<file path="src/rtl/regmem_rr_arbiter.sv">
// regmem_rr_arbiter
//   Register memory of DEPTH x DATA_WIDTH shared by two requesters, A and B.
//   A round-robin arbiter picks at most one access per cycle. Each accepted
//   access (read or write) returns a response one cycle later, carrying the
//   entry contents as they were before the access (read-before-write).
//
// Ports
//   clk, rst_n          clock, async active-low reset (sync release expected)
//   a_req_*             A request channel: valid/ready, write, addr, wdata
//   a_rsp_valid/rdata   A response pulse and data (rdata holds between pulses)
//   b_req_*, b_rsp_*    same as A, for requester B
//   last_grant          0 = A granted last, 1 = B granted last
module regmem_rr_arbiter #(
    parameter int DATA_WIDTH = 8,
    parameter int DEPTH      = 4,
    parameter int ADDR_WIDTH = 2
) (
    input  logic                  clk,
    input  logic                  rst_n,

    input  logic                  a_req_valid,
    output logic                  a_req_ready,
    input  logic                  a_req_write,
    input  logic [ADDR_WIDTH-1:0] a_req_addr,
    input  logic [DATA_WIDTH-1:0] a_req_wdata,
    output logic                  a_rsp_valid,
    output logic [DATA_WIDTH-1:0] a_rsp_rdata,

    input  logic                  b_req_valid,
    output logic                  b_req_ready,
    input  logic                  b_req_write,
    input  logic [ADDR_WIDTH-1:0] b_req_addr,
    input  logic [DATA_WIDTH-1:0] b_req_wdata,
    output logic                  b_rsp_valid,
    output logic [DATA_WIDTH-1:0] b_rsp_rdata,

    output logic                  last_grant
);

    typedef struct packed {
        logic                  write;
        logic [ADDR_WIDTH-1:0] addr;
        logic [DATA_WIDTH-1:0] wdata;
    } req_t;

    req_t                  a_req, b_req, sel;
    logic                  grant_a, grant_b, accept;
    logic [DATA_WIDTH-1:0] mem [DEPTH];
    logic [DATA_WIDTH-1:0] old_data;

    assign a_req = '{write: a_req_write, addr: a_req_addr, wdata: a_req_wdata};
    assign b_req = '{write: b_req_write, addr: b_req_addr, wdata: b_req_wdata};

    // Under contention the side that was not granted last wins; a lone
    // requester always wins. Grants are exclusive and imply valid.
    assign grant_a = a_req_valid & (~b_req_valid | last_grant);
    assign grant_b = b_req_valid & (~a_req_valid | ~last_grant);
    assign accept  = grant_a | grant_b;

    assign a_req_ready = grant_a;
    assign b_req_ready = grant_b;

    assign sel = grant_b ? b_req : a_req;

    // Decode by compare-per-entry: an address with no matching entry
    // (addr >= DEPTH) reads as zero and writes nothing.
    always_comb begin
        old_data = '0;
        for (int i = 0; i < DEPTH; i++) begin
            if (sel.addr == ADDR_WIDTH'(i)) old_data = mem[i];
        end
    end

    always_ff @(posedge clk or negedge rst_n) begin
        if (!rst_n) begin
            for (int i = 0; i < DEPTH; i++) mem[i] <= '0;
            last_grant  <= 1'b1;
            a_rsp_valid <= 1'b0;
            b_rsp_valid <= 1'b0;
            a_rsp_rdata <= '0;
            b_rsp_rdata <= '0;
        end else begin
            a_rsp_valid <= grant_a;
            b_rsp_valid <= grant_b;
            if (grant_a) a_rsp_rdata <= old_data;
            if (grant_b) b_rsp_rdata <= old_data;
            if (accept)  last_grant  <= grant_b;
            for (int i = 0; i < DEPTH; i++) begin
                if (accept && sel.write && sel.addr == ADDR_WIDTH'(i))
                    mem[i] <= sel.wdata;
            end
        end
    end

endmodule

</file>
<file path="config.mk">
export PLATFORM = sky130hd
export DESIGN_NAME = regmem_rr_arbiter
export DESIGN_NICKNAME = d
export VERILOG_FILES = /design/src/rtl/regmem_rr_arbiter.sv
export SDC_FILE = /design/constraint.sdc
export NUM_CORES = 1
export LEC_CHECK = 0
export BUFFER_PORTS_ARGS = -buffer_cell sky130_fd_sc_hd__buf_2
export CAP_MARGIN = 20
export CORE_ASPECT_RATIO = 0.6
export CORE_UTILIZATION = 54
export CTS_CLUSTER_DIAMETER = 100
export DETAILED_ROUTE_END_ITERATION = 7
export PLACE_DENSITY = 0.86
export SLEW_MARGIN = 25
export SYNTH_ARGS = -nofsm -noshare
export SYNTH_HDL_FRONTEND = slang
export SYNTH_SLANG_ARGS = --single-unit
</file>
<file path="constraint.sdc">
create_clock -name clk -period 2.6 [get_ports clk]
set_clock_uncertainty 0.05 [all_clocks]
set_input_delay 0.26 -clock clk [delete_from_list [all_inputs] [get_ports clk]]
set_output_delay 0.26 -clock clk [all_outputs]
set_load 0.02 [all_outputs]
</file>
Yosys cells after proc, flatten, opt, wreduce, memory -nomap -nowiden
Index checks and enable logic that the tools add are counted.
Cells by class
  reductions and logical operators: 6
  eq/ne operators: 3
  bitwise gates (word level): 8
  mux-type cells: 5
Operator list (count)
  8-bit two-way mux: 4
  11-bit two-way mux: 1
  1-bit logical AND: 5
  2-bit == test (second input constant): 2
  1-bit NOT: 3
  1-bit OR: 3
  1-bit bitwise AND: 2
  2-bit by 1-bit == test with 1-bit output (second input constant): 1
  2-bit zero test: 1
Word-level totals
  output and inout port bits: 21
  word-level logic and storage cells: 31
  register bits after elaboration: 51
  bits of input ports: 26

Longest topological paths before layout
Gate-level depths: netlist (run 1).
  depth in word-level cells: 9
  gate-level depth with buffers: 7
  mapped depth without buffers: 5

Worst setup path before layout (run 1)
Ideal clock, no wire load.
  path type: register to register
  start point: register last_grant
  end point: register mem[24] (netlist bit)
  cell stages (with the launch flop): 6
  data arrival time: 1.943 ns
  path buffers: 1
  clock period less this slack: 2.117 ns
  library setup time: 0.125 ns
  slack: 0.483 ns
  data required time: 2.425 ns
  cell sequence: dfstp_2 -> a21bo_1 -> buf_6 -> mux2_4 -> nor3b_4 -> mux2_2
Between the ends
  word-level cells in the longest chain between the ends: 6
  elaborated cells on any way between the ends: 10
  those cells by class: 1 x mux; 6 x bitwise; 3 x reduce/logical
RTL lines
  start, declared: line 37  | output logic last_grant
  start signal, assigned: line 87  | if (accept) last_grant <= grant_b;
  1-bit NOT: line 57  | assign grant_b = b_req_valid & (~a_req_valid | ~last_grant);
  1-bit OR: line 57
  1-bit bitwise AND: line 57
  11-bit two-way mux or 1-bit OR (tied branches): line 63, 58
  2-bit zero test or 1-bit logical AND (tied branches): line 89  | if (accept && sel.write && sel.addr == ADDR_WIDTH'(i))
  1-bit logical AND: line 89
  end signal, assigned by index: line 90  | mem[i] <= sel.wdata;
  end, declared: line 48  | logic [DATA_WIDTH-1:0] mem [DEPTH];
Parallel ways exist; a longest one is shown, timed or not.
A chain may end at the register's enable or synchronous reset.

Worst setup path in the final report (run 1)
Same ends and word-level chain as after synthesis.

==> flow_summary.toml, run 1 <==
[run_status]
status = "complete, no violations"

[drt]
first_iter_violations = 86
drtPass1Iterations = 4
viasPerCell = 5.73
routed_wl_mm = 5.25
postRouteAntennaNets = 0
drc = 0
routedWlPerCell_um = 18.0
num_vias = 1673

[setup_path]
end_kind = "flip-flop"
path_max_fanout = 9
cp_top_family = "multiplexers"
path_depth = 4
crit_path_start = "last_grant"
critPathMaxStageDelay_ps = 570
r2r_end = "mem[24]"
endpoint = "mem[24]"
rrSetupSlack_ps = 250
critPathArrivalTime_ps = 2500
crit_path_start_kind = "flip-flop"
path_cells = "a21bo_1 -> mux2i_2 -> nor3b_4 -> mux2_2"
r2r_cells = 4
crit_type = "flip-flop to flip-flop"
worst-path-buf-inv = 0
slowest_stage = "dfstp_2"
crit_required_ps = 2740
rr_startpoint = "last_grant"

[place]
dp_hpwl_mm = 3.74
dp_slack_ps = 264
dpl.cell_count = 283
routabilityCongestion = 0.841
io_buffers = 46

[synthesis]
synth_most_common_cell = "dfrtp_1"
postSynthAreaPerCell_um2 = 12.9
synth_common_cells = "dfrtp_1 (50), nand2_1 (45), mux2_2 (32), mux2i_1 (18), o221ai_1 (16)"
yosys_warnings = 0
async_flop_share_pct = 100
syn-num-nets = 205
synth-seq-cells = 51
synth_cell_type_count = 20
syn_inst = 179
seq_area_frac_synth_pct = 55.5
synth_top_area_cell = "dfrtp_1"
ys.flop_type = "dfrtp_1"
synth_top_area_share_pct = 54.3
synth_area_leaders = "dfrtp_1 (54%), mux2_2 (16%), mux2i_1 (7.8%), nand2_1 (7.3%), o221ai_1 (6.1%)"
syn-cell-area_um2 = 2300
synth_edf_count = 0

[cells_and_area]
finalNetCount = 260
diodes = 0
drive_gt1_share_pct = 42.1
fin_util_pct = 70.6
syn_to_final_growth_pct = 18.6
finalNonFillerCells = 292

[sta]
finalWorstSetupSlack_ps = 245
fmax_ghz = 0.425
setup_violations = 0
maxSlewViolCount = 0
finalHoldViolations = 0
rsz0062_at_grt = "false"
fin_crit_ps = 2350
finalCritPeriodShare_pct = 90.6
setup_tns_ps = 0
worstMarginPinSlew_ps = 575
slew_headroom_pct = 60.6

[die]
design.core.area_um2 = 3870
floorplan.initialDensity_pct = 59.5
num_io_pins = 47
rows = 17
die_h_um = 52.6
die-area_um2 = 4540
die_w_um = 86.3

[global_route]
grt_pass1_wl_mm = 8.44
grt_overflow = 0
grt_start_max_net_pins = 28
gr-usage-all-layers_pct = 26.3
antenna_found_initial = 0
grt_pass1_vias = 1639

[clock_tree]
cts_inserted_buffers = 5
clk_pin_slew_ps = 80
cts_setup_buffers = 0
cts_tree = "built"
cts_hold_buf = 1
htreeDepth = 2
cts_sinks = 51
root_buffer = "clkbuf_8"
clk_path_buf_depth = 2
clk_latency_ps = 310
cts_resized = 0

[flow_run]
cap_violations = 0

[power_and_ir_drop]
peakVddDrop_mv = 0.421
p_per_area_nw_per_um2 = 939
p_leak_nw = 1.33

[worst_hold_path]
hold_class = "input pin to flip-flop"
metrics by stage:
| stage | area (µm²) | power, mW | hold WS (ps) |
|---|---|---|---|
| floorplan | 2300 | 1.79 | -85.6 |
| detailed placement | 2620 | 2.08 | 228 |
| global placement | 2620 | 2.04 | 223 |
| global route | 2730 | 2.70 | 107 |
| finish | 2730 | 2.57 | 113 |
| CTS | 2730 | 2.57 | 108 |
worst min path at each step:
stage	start	endpoint	slack (ps)	depth (start not counted)
final	a_req_valid	last_grant	110	2
after CTS	a_req_valid	last_grant	110	2
after global placement	rst_n	mem[0]	220	1
after global routing	a_req_valid	last_grant	110	2
after detailed placement	rst_n	mem[0]	230	1
after floorplan	rst_n	a_rsp_rdata[0]	-90	0
cell type report:
cell class,count,area [µm²]
sequential,51,1280
fill,293,1140
multi-input combinational,121,991
timing repair buffer,53,285
clock buffer,8,100
tap,57,71.3
inverter,2,7.51
flip-flops by register name, indices dropped and copies added (netlist names):
register     flops
b_rsp_valid      1
a_rsp_valid      1
b_rsp_rdata      8
last_grant       1
a_rsp_rdata      8
mem             32
cells by family (layout without fill, tap and decap cells):
logic type      Yosys count  after routing  synth area share, %
mux                      51             51                 24.1
buf+inv                   7             63                 1.68
compound gates           19             19                 7.93
simple gates             51             51                 10.8
flops                    51             51                 55.5
metal layers:
layer,routed length (µm),global-route usage (%)
met4,52,7.22
met1,2350,34.4
met3,380,6.77
met5,0,0
met2,2470,44.0
cells in the final DEF (no fill, tap or decap), types with 2 or more instances in the layout:
master,count
mux2_2,32
nand2_1,45
nor3_4,2
clkbuf_8,7
mux2i_1,17
buf_4,6
nor3b_4,2
buf_2,46
inv_1,2
dfrtp_1,50
o221ai_1,16
worst register-to-register path: stages, from the launching register on:
cell and delay [ps]:
dfstp_2 570, a21bo_1 330, mux2i_2 340, nor3b_4 550, mux2_2 400
power breakdown:
part / switching, mW / internal [mW] / total (mW)
combinational: 0.453 / 0.368 / 0.821
sequential: 0.162 / 1.09 / 1.25
clock: 0.254 / 0.243 / 0.497
Note: power is estimated with default switching activity, not from simulation.
==> run 2: changes to the inputs <==
PLACE_DENSITY = 0.79   (was 0.86)
==> flow_summary.toml, run 2 (synthesis gave the netlist of run 1 again) <==
[setup_path]
crit_type = "flip-flop to flip-flop"
crit_path_start_kind = "flip-flop"
r2r_cells = 4
critPathArrivalTime_ps = 2520
r2r_end = "b_rsp_rdata[2]"
path_max_fanout = 8
rr_startpoint = "last_grant"
crit_required_ps = 2770
end_kind = "flip-flop"
rrSetupSlack_ps = 250

[power_and_ir_drop]
peakVddDrop_mv = 0.493
p_per_area_nw_per_um2 = 916
p_leak_nw = 1.33

[cells_and_area]
final_cell_mix = "dfrtp_1 (50), buf_2 (46), nand2_1 (45), mux2_2 (32), mux2i_1 (17)"
top_register = "mem"
drive_gt1_share_pct = 42.1
top_regs = "mem x32, a_rsp_rdata x8, b_rsp_rdata x8"
final_common_cell = "dfrtp_1"
largest_register_ffs = 32
finalNetCount = 260
syn_to_final_growth_pct = 18.9
finalNonFillerCells = 292
nFillCells = 295
diodes = 0

[drt]
drc = 0
drtPass1Iterations = 4
viasPerCell = 5.64
postRouteAntennaNets = 0
routedWlPerCell_um = 17.6
routed_wl_mm = 5.13
num_vias = 1646
first_iter_violations = 117

[clock_tree]
cts_resized = 0
htreeDepth = 2
clk_latency_ps = 310
cts_tree = "built"
clk_path_buf_depth = 2
root_buffer = "clkbuf_8"
cts_inserted_buffers = 5
clk_pin_slew_ps = 90
cts_setup_buffers = 0
cts_sinks = 51

[sta]
fin_crit_ps = 2350
setup_tns_ps = 0
finalCritPeriodShare_pct = 90.3
maxSlewViolCount = 0
slew_headroom_pct = 56.0
setup_violations = 0
timing.hold.ws_ps = 119
fmax_ghz = 0.426
rsz0062_at_grt = "false"
finalHoldViolations = 0
worstMarginPinSlew_ps = 641
finalWorstSetupSlack_ps = 253

[place]
io_buffers = 46
dpl.cell_count = 283
dp_hpwl_mm = 3.47
dp_slack_ps = 320
routabilityCongestion = 0.742

[worst_hold_path]
min_from = "a_req_valid"
hold_class = "input pin to flip-flop"
hold_end = "last_grant"
hold_depth = 2

[die]
rows = 17
design.core.area_um2 = 3870
die_h_um = 52.6
die_w_um = 86.3
num_io_pins = 47
die-area_um2 = 4540
floorplan.initialDensity_pct = 59.5

[run_status]
status = "complete, no violations"

[global_route]
grt_start_max_net_pins = 52
grt_pass1_vias = 1541
grt_overflow = 0
antenna_found_initial = 0
gr-usage-all-layers_pct = 26.0
grt_pass1_wl_mm = 8.16

[flow_run]
cap_violations = 0
## run 2: metal layers
metal	global-route usage, %	share of wire (%)	vias to the layer above
met5	0	0	-
met4	12.8	2.2	0
met3	5.04	7.9	8
met2	38.2	43	73
met1	37.4	47	808
li1	-	-	757
## run 2: critical path, stage by stage, from the launching register on
cell	delay, ps
dfstp_2	560
a21bo_1	300
mux2i_1	610
nand2_1	440
o221ai_1	280
## run 2: metrics by stage
stage / power, mW / util, % / area (µm²)
2_1_floorplan: 1.79 / - / 2300
3_3_place_gp: 2.04 / 68.3 / 2640
3_5_place_dp: 2.07 / 68.3 / 2640
4_1_cts: 2.52 / 70.7 / 2740
5_1_grt: 2.65 / 70.7 / 2740
6_report: 2.51 / 70.7 / 2740
## run 2: cell type report
class                      instances  area [µm²]  area share (%)
inverter                           2        7.51           0.274
clock buffer                       6        72.6            2.65
clock inverter                     2        12.5           0.457
sequential                        51        1280            46.6
timing repair buffer              53         298            10.9
tap                               57        71.3            2.60
multi-input combinational        121        1000            36.5
## run 2: power by group
| part | internal, mW | switching (mW) |
|---|---|---|
| registers | 1.09 | 0.151 |
| clock network | 0.189 | 0.267 |
| logic | 0.372 | 0.444 |
| total | 1.65 | 0.863 |
## run 2: how the worst max path moves through the flow
stage	from	to	slack, ps	cells after the start
2_1_floorplan	last_grant	mem[24]	480	5
3_3_place_gp	last_grant	mem[20]	380	4
3_5_place_dp	last_grant	mem[17]	320	4
4_1_cts	last_grant	mem[17]	290	4
5_1_grt	last_grant	b_rsp_rdata[2]	150	4
6_report	last_grant	b_rsp_rdata[2]	250	4
## run 2: timing repair
item,in CTS,in global routing
hold endpoints to repair,50,0
hold buffers,1,0
endpoints found under the setup margin,0,0
==> run 3: changes to the inputs <==
ABC_AREA = 1   (was unset)
CORE_UTILIZATION = 55   (was 54)
==> flow_summary.toml, run 3 <==
[synthesis]
syn-num-nets = 333
syn-cell-area_um2 = 2590
syn_inst = 307
synth_cell_type_count = 22
synth_edf_count = 0
async_flop_share_pct = 100
synth_most_common_cell = "nand2_1"
synth_top_area_share_pct = 48.3
yosys_warnings = 0
synth_top_area_cell = "dfrtp_1"
postSynthAreaPerCell_um2 = 8.44
synth_common_cells = "nand2_1 (129), dfrtp_1 (50), nand3_1 (39), o21ai_0 (27), inv_1 (15)"
ys.flop_type = "dfrtp_1"
synth_area_leaders = "dfrtp_1 (48%), nand2_1 (19%), nand3_1 (7.5%), o21ai_0 (5.2%), o21ai_2 (3.7%)"
synth-seq-cells = 51
seq_area_frac_synth_pct = 49.3

[drt]
num_vias = 2246
first_iter_violations = 198
viasPerCell = 5.41
postRouteAntennaNets = 0
routed_wl_mm = 5.89
drc = 0
drtPass1Iterations = 4
routedWlPerCell_um = 14.2

[power_and_ir_drop]
peakVddDrop_mv = 0.535
p_leak_nw = 1.58
p_per_area_nw_per_um2 = 847

[worst_hold_path]
hold_class = "input pin to async pin"

[cells_and_area]
syn_to_final_growth_pct = 13.9
finalNetCount = 380
top_regs = "mem x32, a_rsp_rdata x8, b_rsp_rdata x8"
final_common_cell = "nand2_1"
top_register = "mem"
final_area_um2 = 2950
largest_register_ffs = 32
drive_gt1_share_pct = 26.2
nFillCells = 356
final_cell_mix = "nand2_1 (129), dfrtp_1 (50), buf_2 (46), nand3_1 (39), o21ai_0 (27)"
diodes = 0

[setup_path]
crit_type = "flip-flop to flip-flop"
rr_startpoint = "last_grant"
critPathArrivalTime_ps = 2350
rrSetupSlack_ps = 440
crit_required_ps = 2790
r2r_cells = 9
crit_path_start_kind = "flip-flop"
r2r_end = "mem[30]"
end_kind = "flip-flop"
path_max_fanout = 12

[die]
floorplan.initialDensity_pct = 60.2
rows = 18
die_w_um = 90.6
die_h_um = 55.2
num_io_pins = 47
design.core.area_um2 = 4300
die-area_um2 = 5000

[clock_tree]
cts_setup_buffers = 0
clk_pin_slew_ps = 90
cts_tree = "built"
root_buffer = "clkbuf_8"
cts_hold_buf = 0
clk_latency_ps = 300
htreeDepth = 2
clk_path_buf_depth = 2
cts_resized = 0
cts_inserted_buffers = 5
cts_sinks = 51

[global_route]
grt_overflow = 0
grt_pass1_wl_mm = 9.89
grt_start_max_net_pins = 52
grt_pass1_vias = 2084
antenna_found_initial = 0
gr-usage-all-layers_pct = 26.3

[sta]
rsz0062_at_grt = "false"
finalCritPeriodShare_pct = 83.0
slew_headroom_pct = 58.8
setup_tns_ps = 0
worstMarginPinSlew_ps = 619
setup_violations = 0
fin_crit_ps = 2160
finalHoldViolations = 0
maxSlewViolCount = 0
fmax_ghz = 0.463

[flow_run]
cap_violations = 0

[place]
routabilityCongestion = 0.873
io_buffers = 46
placed_cell_area_um2 = 2830
dp_hpwl_mm = 4.21

[run_status]
status = "complete, no violations"
## run 3: cell families (layout without fill, tap and decap cells)
| group | after synthesis | after routing | share of synthesized area [%] |
|---|---|---|---|
| AO/OA/AOI/OAI | 39 | 39 | 9.75 |
| AND/OR/NAND/NOR | 189 | 189 | 34.7 |
| buffers and inverters | 28 | 76 | 6.28 |
| flip-flops | 51 | 51 | 49.3 |
## run 3: where the power goes
part           switching [mW]  internal [mW]  total, mW
combinational           0.527          0.261      0.788
sequential              0.113           1.04       1.15
clock                   0.246          0.311      0.558
## run 3: layer usage
metal	track usage [%]	up-vias	share of wire, %	wire length [µm]
li1	-	1082	-	-
met5	0	-	0	0
met2	43.3	90	46	2680
met3	5.05	13	7.8	458
met1	35.7	1061	45	2630
met4	9.95	0	2.1	121
## run 3: worst max-delay path by stage
stage           startpoint       to  slack, ps  cells after the start
2_1_floorplan   last_grant  mem[21]        870                      8
3_3_place_gp   a_req_valid  mem[21]        560                      9
3_5_place_dp   a_req_valid  mem[23]        480                      9
4_1_cts         last_grant  mem[23]        470                      8
5_1_grt         last_grant  mem[22]        280                      8
6_report        last_grant  mem[30]        440                      9
## run 3: worst max-delay path, cell delays in order (launching register included)
cell,delay [ps]
dfstp_2,550
nand2_2,90
nand2_2,220
buf_4,270
nand2_8,70
nand2_8,110
nand2_1,270
nor2_4,310
nand2_1,80
nand2_1,80
## run 3: cell type report
type	instances	area, µm²	share of cell area, %
clock inverters	2	35.0	1.19
clock buffers	6	82.6	2.80
flip-flops and latches	51	1280	43.3
repair buffers	49	253	8.57
multi-input cells	228	1150	39.0
well taps	60	75.1	2.54
inverters	19	76.3	2.59
## run 3: metrics by stage
stage          utilization, %  std cells  hold slack [ps]  worst slack [ps]  total power, mW
2_1_floorplan               -        307            -85.6               867             1.71
4_1_cts                  68.6        415             30.6               466             2.50
6_report                 68.6        415             5.51               442             2.50
3_5_place_dp             65.9        407              351               482             1.95
3_3_place_gp             65.9        407              354               561             1.92
5_1_grt                  68.6        415             66.4               276             2.66
